===== config.mk =====
export PLATFORM = sky130hd
export DESIGN_NAME = cla_adder
export DESIGN_NICKNAME = d
export VERILOG_FILES = /design/src/rtl/cla_pkg.sv /design/src/rtl/cla_block.sv /design/src/rtl/cla_adder.sv
export SDC_FILE = /design/constraint.sdc
export NUM_CORES = 1
export LEC_CHECK = 0
export ABC_AREA = 1
export CELL_PAD_IN_SITES_DETAIL_PLACEMENT = 0
export CELL_PAD_IN_SITES_GLOBAL_PLACEMENT = 1
export CORE_MARGIN = 3
export CORE_UTILIZATION = 28
export CTS_CLUSTER_DIAMETER = 100
export DETAILED_ROUTE_END_ITERATION = 12
export PLACE_DENSITY = 0.74
export SYNTH_ARGS = -nofsm -noshare
export SYNTH_HDL_FRONTEND = slang
export SYNTH_SLANG_ARGS = --single-unit

===== constraint.sdc =====
create_clock -name clk -period 0.8 [get_ports clk]
set_input_delay 0.12 -clock clk [delete_from_list [all_inputs] [get_ports clk]]
set_output_delay 0.12 -clock clk [all_outputs]
set_load 0.005 [all_outputs]

===== src/rtl/cla_pkg.sv =====
// Shared constants and types for the registered carry-lookahead adder.
// Default geometry: 8-bit words split into two 4-bit lookahead groups.
package cla_pkg;

    localparam int CLA_WIDTH = 8;
    localparam int CLA_BLOCK = 4;

    typedef logic [CLA_WIDTH-1:0] cla_word_t;

endpackage : cla_pkg


===== src/rtl/cla_block.sv =====
// One first-level lookahead group: per-bit generate/propagate, expanded
// internal carries, sum bits, and the group generate/propagate pair.
module cla_block
    import cla_pkg::*;
#(
    parameter int BLOCK = CLA_BLOCK
) (
    input  logic [BLOCK-1:0] a,
    input  logic [BLOCK-1:0] b,
    input  logic             cin,
    output logic [BLOCK-1:0] sum,
    output logic             groupG,
    output logic             groupP
);

    logic [BLOCK-1:0] gen;
    logic [BLOCK-1:0] prop;
    logic [BLOCK-1:0] carry;
    logic             term;

    assign gen  = a & b;
    assign prop = a ^ b;

    // Each carry is the full sum-of-products over g/p/cin, so no carry is
    // built from its neighbour and the depth stays flat across the group.
    // NOTE: always_comb with a default assignment first for every variable
    // keeps the logic purely combinational; no path leaves a value unassigned.
    always_comb begin
        carry  = '0;
        term   = 1'b0;
        groupG = 1'b0;
        carry[0] = cin;
        for (int i = 1; i < BLOCK; i++) begin
            term = cin;
            for (int k = 0; k < i; k++) term = term & prop[k];
            carry[i] = term;
            for (int j = 0; j < i; j++) begin
                term = gen[j];
                for (int k = j + 1; k < i; k++) term = term & prop[k];
                carry[i] = carry[i] | term;
            end
        end
        for (int j = 0; j < BLOCK; j++) begin
            term = gen[j];
            for (int k = j + 1; k < BLOCK; k++) term = term & prop[k];
            groupG = groupG | term;
        end
    end

    assign groupP = &prop;
    assign sum    = prop ^ carry;

endmodule : cla_block


===== src/rtl/cla_adder.sv =====
// Registered WIDTH-bit two-level carry-lookahead adder:
// {carryOut, dataOut} <= dataA + dataB + carryIn, one cycle latency.
module cla_adder
    import cla_pkg::*;
#(
    parameter int WIDTH = CLA_WIDTH,
    parameter int BLOCK = CLA_BLOCK
) (
    input  logic             clk,
    input  logic             rst_n,
    input  logic [WIDTH-1:0] dataA,
    input  logic [WIDTH-1:0] dataB,
    input  logic             carryIn,
    output logic [WIDTH-1:0] dataOut,
    output logic             carryOut
);

    localparam int NGROUP = WIDTH / BLOCK;

    logic [NGROUP-1:0] groupG;
    logic [NGROUP-1:0] groupP;
    logic [NGROUP:0]   groupCin;
    logic [WIDTH-1:0]  sumComb;

    assign groupCin[0] = carryIn;

    for (genvar gi = 0; gi < NGROUP; gi++) begin : gBlock
        cla_block #(.BLOCK(BLOCK)) uBlock (
            .a      (dataA[gi*BLOCK +: BLOCK]),
            .b      (dataB[gi*BLOCK +: BLOCK]),
            .cin    (groupCin[gi]),
            .sum    (sumComb[gi*BLOCK +: BLOCK]),
            .groupG (groupG[gi]),
            .groupP (groupP[gi])
        );
    end

    // Second level: each group carry-in is expanded over all lower G/P and
    // carryIn, e.g. c8 = G1 | P1.G0 | P1.P0.cin.
    for (genvar gi = 1; gi <= NGROUP; gi++) begin : gLookahead
        logic carryAcc;
        logic termAcc;

        always_comb begin
            termAcc = carryIn;
            for (int k = 0; k < gi; k++) termAcc = termAcc & groupP[k];
            carryAcc = termAcc;
            for (int j = 0; j < gi; j++) begin
                termAcc = groupG[j];
                for (int k = j + 1; k < gi; k++) termAcc = termAcc & groupP[k];
                carryAcc = carryAcc | termAcc;
            end
        end

        assign groupCin[gi] = carryAcc;
    end

    // NOTE: sequential state uses non-blocking assignments so every register
    // samples pre-edge values regardless of process ordering.
    always_ff @(posedge clk or negedge rst_n) begin
        if (!rst_n) begin
            dataOut  <= '0;
            carryOut <= 1'b0;
        end else begin
            dataOut  <= sumComb;
            carryOut <= groupCin[NGROUP];
        end
    end

endmodule : cla_adder


# After elaboration in Yosys (flattened, before gate mapping)

Index checks and enable logic that the tools add are counted.

Bits in registers: 9
Input bits: 19
Output and inout port bits: 9
Word-level logic and storage cells: 52

Bitwise gates (word level): 48
Reduce and logical (&&, ||, !) cells: 2

Operators by type and width:

| operator         | number |
|---|---|
| $and 1x1->1      | 21 |
| $or 1x1->1       | 21 |
| $xor 4x4->4      | 4 |
| $and 4x4->4      | 2 |
| $reduce_and 4->1 | 2 |

# Longest topological paths before layout

Gate-level depths: netlist of the first run.

Word-level depth: 15
Mapped depth: 12
Mapped depth without buffers: 12

# Cells and area by module

Synthesis of the first run repeated with hierarchy kept, for this count alone.

Cell total of the unflattened synthesis: 74
Area total of the unflattened synthesis: 653.1 um^2

Modules (own cells, without submodules):

| module    | times used | cells each | area each (um^2) | seq. area each (um^2) |
|---|---|---|---|---|
| cla_block | 2          | 30         | 201.4            | 0.0 |
| cla_adder | 1          | 14         | 250.2            | 225.2 |

# Worst setup path before layout of the first run

OpenSTA, ideal clock, no wires.

Kind: input port to flip-flop
Start point: in dataA[1]
End point: reg dataOut[5]
Library setup time: 127 ps
Data arrival time: 1,301 ps
Required time: 673 ps
Path slack: -628 ps
Stages: 7
Buffers on the path: 0
Cell sequence: ha_1 > nand2_1 > nand2_1 > nand2_1 > nand3_1 > fa_1 > xor2_1

Cells in the longest elaborated chain, start to end: 11
Elaborated cells on any way between the ends: 16
Classes of those cells: bitwise: 15; reduce/logical: 1

Ends and longest elaborated chain:

| what                              | line            | text |
|---|---|---|
| from (decl)                       | cla_adder.sv:11 | `input logic [WIDTH-1:0] dataA,` |
| $xor 4x4->4                       | cla_block.sv:22 | `assign prop = a ^ b;` |
| $and 1x1->1 (3 in a row)          | cla_block.sv:45 | `for (int k = j + 1; k < BLOCK; k++) term = term & prop[k];` |
| $or 1x1->1 (3 in a row)           | cla_block.sv:46 | `groupG = groupG \| term;` |
| $or 1x1->1 (*)                    | cla_adder.sv:51 | `carryAcc = carryAcc \| termAcc;` |
| $and 1x1->1 (*)                   | cla_block.sv:35 | `for (int k = 0; k < i; k++) term = term & prop[k];` |
| $or 1x1->1 (*)                    | cla_block.sv:40 | `carry[i] = carry[i] \| term;` |
| $xor 4x4->4 (*)                   | cla_block.sv:51 | `assign sum = prop ^ carry;` |
| named net gBlock[1].uBlock.sum[1] | cla_block.sv:11 | `output logic [BLOCK-1:0] sum,` |
| to (signal assigned)              | cla_adder.sv:65 | `dataOut <= sumComb;` |
| to (decl)                         | cla_adder.sv:14 | `output logic [WIDTH-1:0] dataOut,` |

The timed path passes the listed nets; every way through them passes the cells marked *.

# Final worst setup path of the first run

Start point: in dataA[3]
End point: reg dataOut[7]

Cells in the longest elaborated chain, start to end: 13
Elaborated cells on any way between the ends: 18
Classes of those cells: bitwise: 17; reduce/logical: 1

Ends and longest elaborated chain:

| what                              | line |
|---|---|
| $xor 4x4->4                       | cla_block.sv:22 |
| $and 1x1->1                       | cla_block.sv:45 |
| $or 1x1->1 (3 in a row)           | cla_block.sv:46 |
| $or 1x1->1 (*)                    | cla_adder.sv:51 |
| $and 1x1->1 (*) (3 in a row)      | cla_block.sv:35 |
| $or 1x1->1 (*) (3 in a row)       | cla_block.sv:40 |
| $xor 4x4->4 (*)                   | cla_block.sv:51 |
| named net gBlock[1].uBlock.sum[3] | cla_block.sv:11 |

Marks and branches as above.

==> results_dict.tcl, run 1 <==
set metrics [dict create \
    synth.avg_cell_area_sq_um 8.922 \
    wire_per_inst_um 9.938 \
    cts_buffer_depth 2 \
    firstDrtPassIters 3 \
    rows 16 \
    ios 28 \
    port_buffers 27 \
    pre_cts_ws_ns -1.066 \
    startpoint_type "input port" \
    first_iter_violations 2 \
    comb_power_share_pct 44.6 \
    synth_nets 100 \
    drc 0 \
    rsz0062_at_grt "yes" \
    fin_nets 149 \
    ys_ff_latch 9 \
    leakagePower_uw 0.0006090 \
    instances_no_fill 144 \
    ys_types 12 \
    root_buffer "clkbuf_4" \
    swShare_pct 29.97 \
    fmax_mhz 887.3 \
    path_class "input port to flip-flop" \
    p_sw_uw 476.6 \
    cp-end-kind "flip-flop" \
    die_area_sq_mm 0.002797 \
    numCtsBuffers 3 \
    clkTransAtPathRegs_ns 0.06 \
    tightest_slew_ns 0.1405 \
    finalHoldViolCount 0 \
    final_antenna_net_count 0 \
    grt_max_degree 10 \
    diodes 0 \
    synthesis.area_sq_um 615.6 \
    relSlewSlack_pct 90.61 \
    setup_ws_ns -0.3271 \
    cts_tree "done" \
    num_vias 598 \
    totalPowerFinal_uw 1590 \
    core-area_sq_mm 0.002022 \
    areaGrowthSynthToFinish_pct 100.4 \
    yosys_warnings 0 \
    place_area_sq_mm 0.001134 \
    seq_power_share_pct 34.9 \
    initial_core_util_pct 30.45 \
    die_h_um 52.89 \
    pwr-share-clk_pct 20.5 \
    fin_area_sq_mm 0.001234 \
    hold_slack_ns 0.1478 \
    syn_inst 69 \
    place.gp.congestion 0.7341 \
    cp.arrival_ns 1.27 \
    drive_above_1_share_pct 67.52 \
    drv_cap 0 \
    status "finished with violations" \
    grt-ovfl-total 0 \
    viasPerCell 4.153 \
    failed_checks "negative setup slack" \
    htreeDepth 1 \
    intPower_uw 1114 \
    power_density_mw_per_mm2 1289 \
    vdd_drop_max_uv 727.1 \
    die_w_um 52.89 \
    maxSlewViolCount 0 \
    grt_first_pass_wirelength_um 2359 \
    min_period_ns 1.127 \
    clock_sinks 9 \
    min_period_over_period_pct 140.9 \
    numPlacedInstances 139 \
    worstPathRequired_ns 0.94 \
    dp_hpwl_um 1249 \
    setup_viol 15 \
    first_global_vias 555 \
    cp_max_fo 4 \
    antenna_found_initial 0 \
    hold_path_class "input port to async pin" \
    grtUsageTotal_pct 11.54 \
    hold_buffers 0 \
    routed_wirelength_um 1431 \
    yosysSeqAreaShare_pct 36.59 \
]
[synth_stat cells (all sizes together)]
cell,count,area (sq um)
ha,10,125.1
nand2,24,92.59
fa,2,40.04
nor2,2,7.510
nand3,7,45.04
inv,9,33.78
a21oi,1,5.000
nand4,1,6.260
dfrtp,9,225.2
xor2,4,35.03
[power groups by stage]
stage | sequential (uW) | combinational [uW] | clock (uW)
2_1_floorplan | 582 | 243 | 0
3_3_place_gp | 566 | 673 | 0
3_5_place_dp | 568 | 684 | 0
4_1_cts | 556 | 643 | 339
5_1_grt | 558 | 789 | 389
6_report | 554 | 710 | 326
[layout by cell type, fill, tap and decap left out]
| cell | count |
|---|---|
| nand2_1 | 13 |
| a21oi_4 | 1 |
| buf_2 | 16 |
| inv_4 | 1 |
| xor2_2 | 1 |
| nor2_2 | 1 |
| buf_4 | 16 |
| buf_6 | 6 |
| clkinv_2 | 1 |
| inv_1 | 7 |
| clkdlybuf4s15_2 | 4 |
| nand3_4 | 2 |
| nand2_4 | 3 |
| dfrtp_1 | 9 |
| nor2_1 | 1 |
| xor2_1 | 3 |
| nand3_1 | 3 |
| nand4_1 | 1 |
| clkbuf_4 | 3 |
| ha_4 | 10 |
| clkdlybuf4s50_1 | 1 |
| nand3_2 | 2 |
| fa_2 | 2 |
| buf_8 | 1 |
| inv_2 | 1 |
| nand2_2 | 8 |
[cell type report]
cell class | instances | area [sq um]
timing repair buffer | 44 | 337.8
multi-input combinational | 51 | 573.1
tap | 27 | 33.78
clock buffer | 3 | 22.52
fill | 187 | 788.3
clock inverter | 1 | 5.005
sequential | 9 | 225.2
inverter | 9 | 36.28
[registers in the layout, indices dropped and copies added (netlist names)]
name,cells
carryOut,1
dataOut,8
[final timing paths]
path	slack [ns]	start	endpoint
max	-0.33	dataA[3]	dataOut[7]
min in group clk	0.24	dataB[7]	carryOut
max in group asynchronous	0.52	rst_n	dataOut[7]
min	0.15	rst_n	dataOut[0]
[worst max-delay path: stages]
cell,delay [ns]
buf_6,0.10
ha_4,0.26
nand2_4,0.07
inv_4,0.04
nand3_4,0.08
nand3_4,0.09
ha_4,0.16
nand2_2,0.05
nand3_2,0.08
nand2_2,0.08
nand2_1,0.05
nand2_1,0.05
nand2_1,0.04
[metal layers]
layer,vias to the layer above,wire (um),track usage (%)
li1,312,-,-
met1,266,644,14.95
met2,16,682,18.18
met3,4,76,1.690
met4,0,27,6.383
met5,-,0,0
[through the flow]
| step | setup TNS [ns] | utilization (%) |
|---|---|---|
| finish | -1.719 | 61.01 |
| global route | -2.338 | 61.01 |
| CTS | -1.830 | 56.68 |
| detailed placement | -8.544 | 56.06 |
| global placement | -8.471 | 56.06 |
| floorplan | -2.027 | - |
[repair_timing]
item                       in CTS  in global routing
gates resized for setup       117                 19
pin swaps                      24                 20
buffers inserted                0                  1
setup endpoints to repair      18                 17
cloned                          0                  0
[cell families after synthesis]
family	after synthesis	synth area share [%]
AOI/OAI and AO/OA	1	0.8122
DFF	9	36.59
xor gates and xnor gates	4	5.690
adders and majority gates	12	26.83
and+or+nand+nor	34	24.59
buffers and inverters	9	5.487
(Power assumes the default switching activity.)
==> run 2, diff against run 1 <==
- SKIP_LAST_GASP: unset -> 1
==> results of run 2 <==
The final DEF is identical to that of run 1; final timing and power are the same.
